[config.mk]
export PLATFORM = sky130hd
export DESIGN_NAME = input_port_bank
export DESIGN_NICKNAME = d
export VERILOG_FILES = /design/src/rtl/input_port_bank.sv
export SDC_FILE = /design/constraint.sdc
export NUM_CORES = 1
export LEC_CHECK = 0
export CAP_MARGIN = 15
export CELL_PAD_IN_SITES_DETAIL_PLACEMENT = 1
export CELL_PAD_IN_SITES_GLOBAL_PLACEMENT = 1
export CORE_MARGIN = 2
export CORE_UTILIZATION = 39
export CTS_BUF_LIST = sky130_fd_sc_hd__clkbuf_8
export CTS_CLUSTER_DIAMETER = 80
export DETAILED_ROUTE_END_ITERATION = 8
export PLACE_DENSITY = 0.87
export SETUP_SLACK_MARGIN = 0.02
export SYNTH_ARGS = -nofsm -noshare
export SYNTH_HDL_FRONTEND = slang
export SYNTH_SLANG_ARGS = --single-unit
[constraint.sdc]
create_clock -name clk -period 1.1 [get_ports clk]
set_clock_uncertainty 0.05 [all_clocks]
set_input_delay 0.22 -clock clk [delete_from_list [all_inputs] [get_ports clk]]
set_output_delay 0.22 -clock clk [all_outputs]
set_load 0.05 [all_outputs]
[src/rtl/input_port_bank.sv]
// Parametrised input-port bank.
// External ports pass through synchronisers. One port is registered onto the read bus.
// Each port has a sticky "changed" flag. One port drives masked rising-edge interrupt logic.
//
// Ports:
//   clk          rising-edge clock
//   reset        synchronous, active-low reset
//   in_ports     NPORTS*WIDTH asynchronous inputs, port i = in_ports[i*WIDTH +: WIDTH]
//   sel_port     port routed onto out (out = 0 when sel_port >= NPORTS)
//   rd_clr       clear the changed flag of port sel_port
//   irq_mask     per-bit rising-edge interrupt enable for port IRQ_PORT
//   irq_ack      clear every irq_cause bit
//   out          registered value of the selected synchronised port
//   port_changed sticky per-port change flags
//   irq_cause    sticky masked rising edges seen on IRQ_PORT
//   interrupt    OR of irq_cause
module input_port_bank #(
    parameter int unsigned WIDTH       = 8,
    parameter int unsigned NPORTS      = 4,
    parameter int unsigned SEL_W       = 2,
    parameter int unsigned IRQ_PORT    = 0,
    parameter int unsigned SYNC_STAGES = 2
) (
    input  logic                     clk,
    input  logic                     reset,
    input  logic [NPORTS*WIDTH-1:0]  in_ports,
    input  logic [SEL_W-1:0]         sel_port,
    input  logic                     rd_clr,
    input  logic [WIDTH-1:0]         irq_mask,
    input  logic                     irq_ack,
    output logic [WIDTH-1:0]         out,
    output logic [NPORTS-1:0]        port_changed,
    output logic [WIDTH-1:0]         irq_cause,
    output logic                     interrupt
);

    localparam int unsigned BUS_W   = NPORTS * WIDTH;
    localparam int unsigned CHAIN_W = SYNC_STAGES * BUS_W;
    localparam int unsigned IRQ_LSB = IRQ_PORT * WIDTH;

    logic [CHAIN_W-1:0] sync_chain;
    logic [BUS_W-1:0]   sync_bus;
    logic [BUS_W-1:0]   prev_bus;
    logic [WIDTH-1:0]   out_next;
    logic [NPORTS-1:0]  changed_next;
    logic [WIDTH-1:0]   irq_sync;
    logic [WIDTH-1:0]   irq_prev;
    logic [WIDTH-1:0]   rise;
    logic [WIDTH-1:0]   cause_next;

    // Oldest stage of the chain sits in the top BUS_W bits.
    assign sync_bus = sync_chain[CHAIN_W-1 -: BUS_W];

    // Synchroniser chain shifts upward; the cast drops the stage that falls off the top.
    always_ff @(posedge clk) begin : sync_regs
        if (!reset) begin
            sync_chain <= '0;
            prev_bus   <= '0;
        end else begin
            sync_chain <= CHAIN_W'({sync_chain, in_ports});
            prev_bus   <= sync_bus;
        end
    end

    // Read mux and changed-flag update; a fresh diff beats a coincident clear.
    always_comb begin : port_next
        out_next     = '0;
        changed_next = '0;
        for (int unsigned i = 0; i < NPORTS; i++) begin
            if (sel_port == SEL_W'(i)) begin
                out_next = sync_bus[i*WIDTH +: WIDTH];
            end
            changed_next[i] = (sync_bus[i*WIDTH +: WIDTH] != prev_bus[i*WIDTH +: WIDTH])
                            | (port_changed[i] & ~(rd_clr & (sel_port == SEL_W'(i))));
        end
    end

    // Rising edges on the interrupt port survive a coincident acknowledge.
    assign irq_sync   = sync_bus[IRQ_LSB +: WIDTH];
    assign irq_prev   = prev_bus[IRQ_LSB +: WIDTH];
    assign rise       = irq_sync & ~irq_prev & irq_mask;
    assign cause_next = rise | (irq_ack ? '0 : irq_cause);

    // Output registers.
    always_ff @(posedge clk) begin : out_regs
        if (!reset) begin
            out          <= '0;
            port_changed <= '0;
            irq_cause    <= '0;
        end else begin
            out          <= out_next;
            port_changed <= changed_next;
            irq_cause    <= cause_next;
        end
    end

    assign interrupt = |irq_cause;

endmodule

==> results.md <==
* Hold Path Sink: port_changed[0]$_SDFF_PN0_
* Starting Density at 0.3955
* PD cells at 1717 nW/um2
* GRT met2 Usage at 0.3444
* Synth area leaders: dfxtp_1, and2_1, xor2_1, mux4_2, ha_1
* Mux contribution to synthesized area at 0.05045
* Net count, final at 468
* Met3 usage at 0.05492
* Largest net degree at the start of global routing at 43
* Reg-to-Reg Start: sync_chain[50]$_SDFF_PN0_
* Max Slew Vio Count at 0
* Final setup vio count at 31
* Startpoint Class: flop
* Synth Instances at 324
* Max Fclk at 630.9 MHz
* Synth top area share at 0.6119
* Synth Area in XOR/XNOR at 0.05539
* Hold crit path type: input pin to flop
* Clock transition at path regs at 70 ps
* Worst path slowest cell: dfxtp_4
* Clock share of power at 0.441
* Fin crit share at 1.441
* Peak VDD IR at 1.041 mV
* Max FO, Critical Path at 2
* Synthesis warning total at 0
* Synth Area in Adders at 0.02638
* Core Footprint at 9594 um2
* LEAKAGE at 2.395 nW
* Crit-path max cell delay at 360 ps
* Die width at 102.6 um
* I/O pins at 67
* Bufs on Longest Clock Path at 2
* Min-delay src: reset
* CTS root buf: clkbuf_8
* RePlAce Congestion at 0.8315
* Hpwl dp at 6172 um
* DP Worst Slack at -654.3 ps
* Tmin final at 1585 ps
* Grt peak-use layer: met2
* Outcome: complete, but fails checks
* Psw at 0.002239 W
* Yosys reg bits at 116
* Hold Crit Depth at 4
* CP delay by family, top: simple AND/OR/NAND/NOR gates
* CP endpoint kind: output pin
* Reg power frac at 0.463
* CP bufs+invs at 1
* Failing checks: negative setup slack
* GR Util met1 at 0.1827
* Vias in the first global route at 2770
* Worst r2r path cells at 3
* R2R setup slack at -110 ps
* Syn avg cell area at 11.71 um2
* Area growth, synth to finish at 49.06%
* CP required at 830 ps
* Critical-path cell list: nor4_4 -> nand2_4 -> buf_6
* Wire per inst at 16.71 um
* Total GRT Usage at 0.1884
* Die Height at 102.6 um
* Drt pass-1 iters at 4
* Port Buffer Count at 66
* Worst r2r dst: port_changed[2]$_SDFF_PN0_
* Num CTS Buffers at 17
* CTS sink cnt at 116
* Synthesized Nets at 378
* First-pass GRT wire length at 14150 um
* Post-DRT Antenna Nets at 0
* RSZ-0062 raised after global routing: yes
* P_int at 0.007473 W
* Die Area at 10540 um2
* Synth Area in Compound Gates at 0.02605
* Slew HR at 0.7181
* WP data arrival at 1320 ps
* Area leader, netlist: dfxtp_1
* Later-pin clock latency in the skew report at 430 ps
* Largest family of logic cells by synthesized area: simple AND/OR/NAND/NOR gates
* # H-tree levels at 4
* Simple-gate area share of the yosys netlist at 0.2028
* Sw Ratio at 0.2306
* Post-synthesis sequential area ratio at 0.6119
* Transition time of the tightest slew-check pin at 418.5 ps
* Rows at 36
* Total Neg Setup Slack at -3574 ps
* Via/cell ratio at 4.559
* CTS tree: done
* Max-cap viol count at 0
* Final cell utilization of the core at 0.5896
* Ant. Diodes at 0
* Smallest hold slack at 233.8 ps
* Hold Buf Count CTS at 0
* Share of layout cells above drive strength 1 at 0.3724
* Final hold vios at 0
* Initial antenna violation count at 0
* Gr ovfl total at 0
* Comb pwr share at 0.095
* Distinct cells, synth at 20
* Final WL at 9359 um
* Vias at 2553
* Syn Std Cell Area at 3795 um2
* Post-route DRC at 0
* Final worst slack at -485.2 ps
* DR iter-0 viols at 87
* Critical path type: flop to output pin
## power by group through the flow
stage	clock (W)	sequential (W)	combinational, W
after detailed placement	0	0.00458	0.000838
after floorplan	0	0.00464	0.000319
after global routing	0.00459	0.00451	0.000994
after CTS	0.00434	0.00450	0.000906
final	0.00429	0.00450	0.000927
after global placement	0	0.00457	0.000808
## cells in the final DEF, fill, tap and decap left out, types with 6 or more instances in the layout
cell	netlist	routed
a22oi_1	8	6
and2_1	104	98
and2_4	0	6
buf_12	0	22
buf_4	0	12
clkbuf_8	0	19
clkdlybuf4s50_1	0	42
dfxtp_1	116	63
dfxtp_2	0	37
dfxtp_4	0	16
inv_1	11	10
mux4_2	5	8
nor2_1	9	8
xor2_1	24	22
## repair_timing
| action | in CTS | in global routing |
|---|---|---|
| resized for setup | 74 | 20 |
| endpoints found under the setup margin | 33 | 34 |
| cloned | 1 | 0 |
| hold endpoints to repair | 0 | 0 |
| pin swaps | 18 | 10 |
| setup buffers | 2 | 5 |
## through the flow
stage / power [W] / instances / instance area, um2
after floorplan: 0.004958 / 324 / 3861
after global placement: 0.005380 / 523 / 4941
after detailed placement: 0.005423 / 523 / 4941
after CTS: 0.009746 / 558 / 5588
after global routing: 0.01009 / 560 / 5657
final: 0.009712 / 560 / 5657
## metal layers
| layer | up-vias | part of all wire |
|---|---|---|
| met1 | 1207 | 0.37 |
| li1 | 1225 | - |
| met2 | 91 | 0.53 |
| met4 | 0 | 0.052 |
| met5 | - | 0 |
| met3 | 30 | 0.049 |
## cells by family (layout without fill, tap and decap cells)
family	Yosys count	count (layout)
muxes	8	8
AOI/OAI and AO/OA	15	15
xor gates and xnor gates	24	24
DFF	116	116
adders and majority gates	8	8
buffers and inverters	25	128
and+or+nand+nor	128	128
## synth_stat cells
cell and number:
dfxtp_1 116, a22oi_1 8, a31oi_1 3, mux4_1 3
o21ai_0 3, buf_2 1, nand2b_1 1, nand2_1 3
nor4_1 8, xor2_1 24, nor2_1 9, ha_1 8
nand4_1 2, buf_6 1, inv_1 11, and2_1 104
mux4_2 5, nand3_1 1, a21oi_1 1, clkbuf_1 12
## how the worst max path moves through the flow
stage                            startpoint                 to  slack (ps)  depth (start not counted)
floorplan           irq_cause[7]$_SDFF_PN0_          interrupt         -40                          2
CTS                 irq_cause[1]$_SDFF_PN0_          interrupt        -510                          3
global placement                sel_port[0]  out[0]$_SDFF_PN0_        -620                          4
global route        irq_cause[3]$_SDFF_PN0_          interrupt        -550                          3
detailed placement              sel_port[0]  out[0]$_SDFF_PN0_        -650                          4
finish              irq_cause[1]$_SDFF_PN0_          interrupt        -490                          3
## worst min-delay path, delay by kind of cell
family / cells / cell delay (ps)
buffers and inverters: 3 / 410
AO/OA/AOI/OAI: 1 / 40
## final cells by class
type                       instances  area, um2
timing repair buffer              85       1065
inverter                          11      41.29
clock buffer                      19      261.5
multi-input combinational        183       1511
fill                             964       3938
tap                              133      166.4
sequential                       116       2429
clock inverter                    13      182.7
## registers in the layout, summed over array words and instances, names as in the netlist
register,count
sync_chain,64
irq_cause,8
port_changed,4
prev_bus,32
out,8
Power figures use the tool's default switching activity.
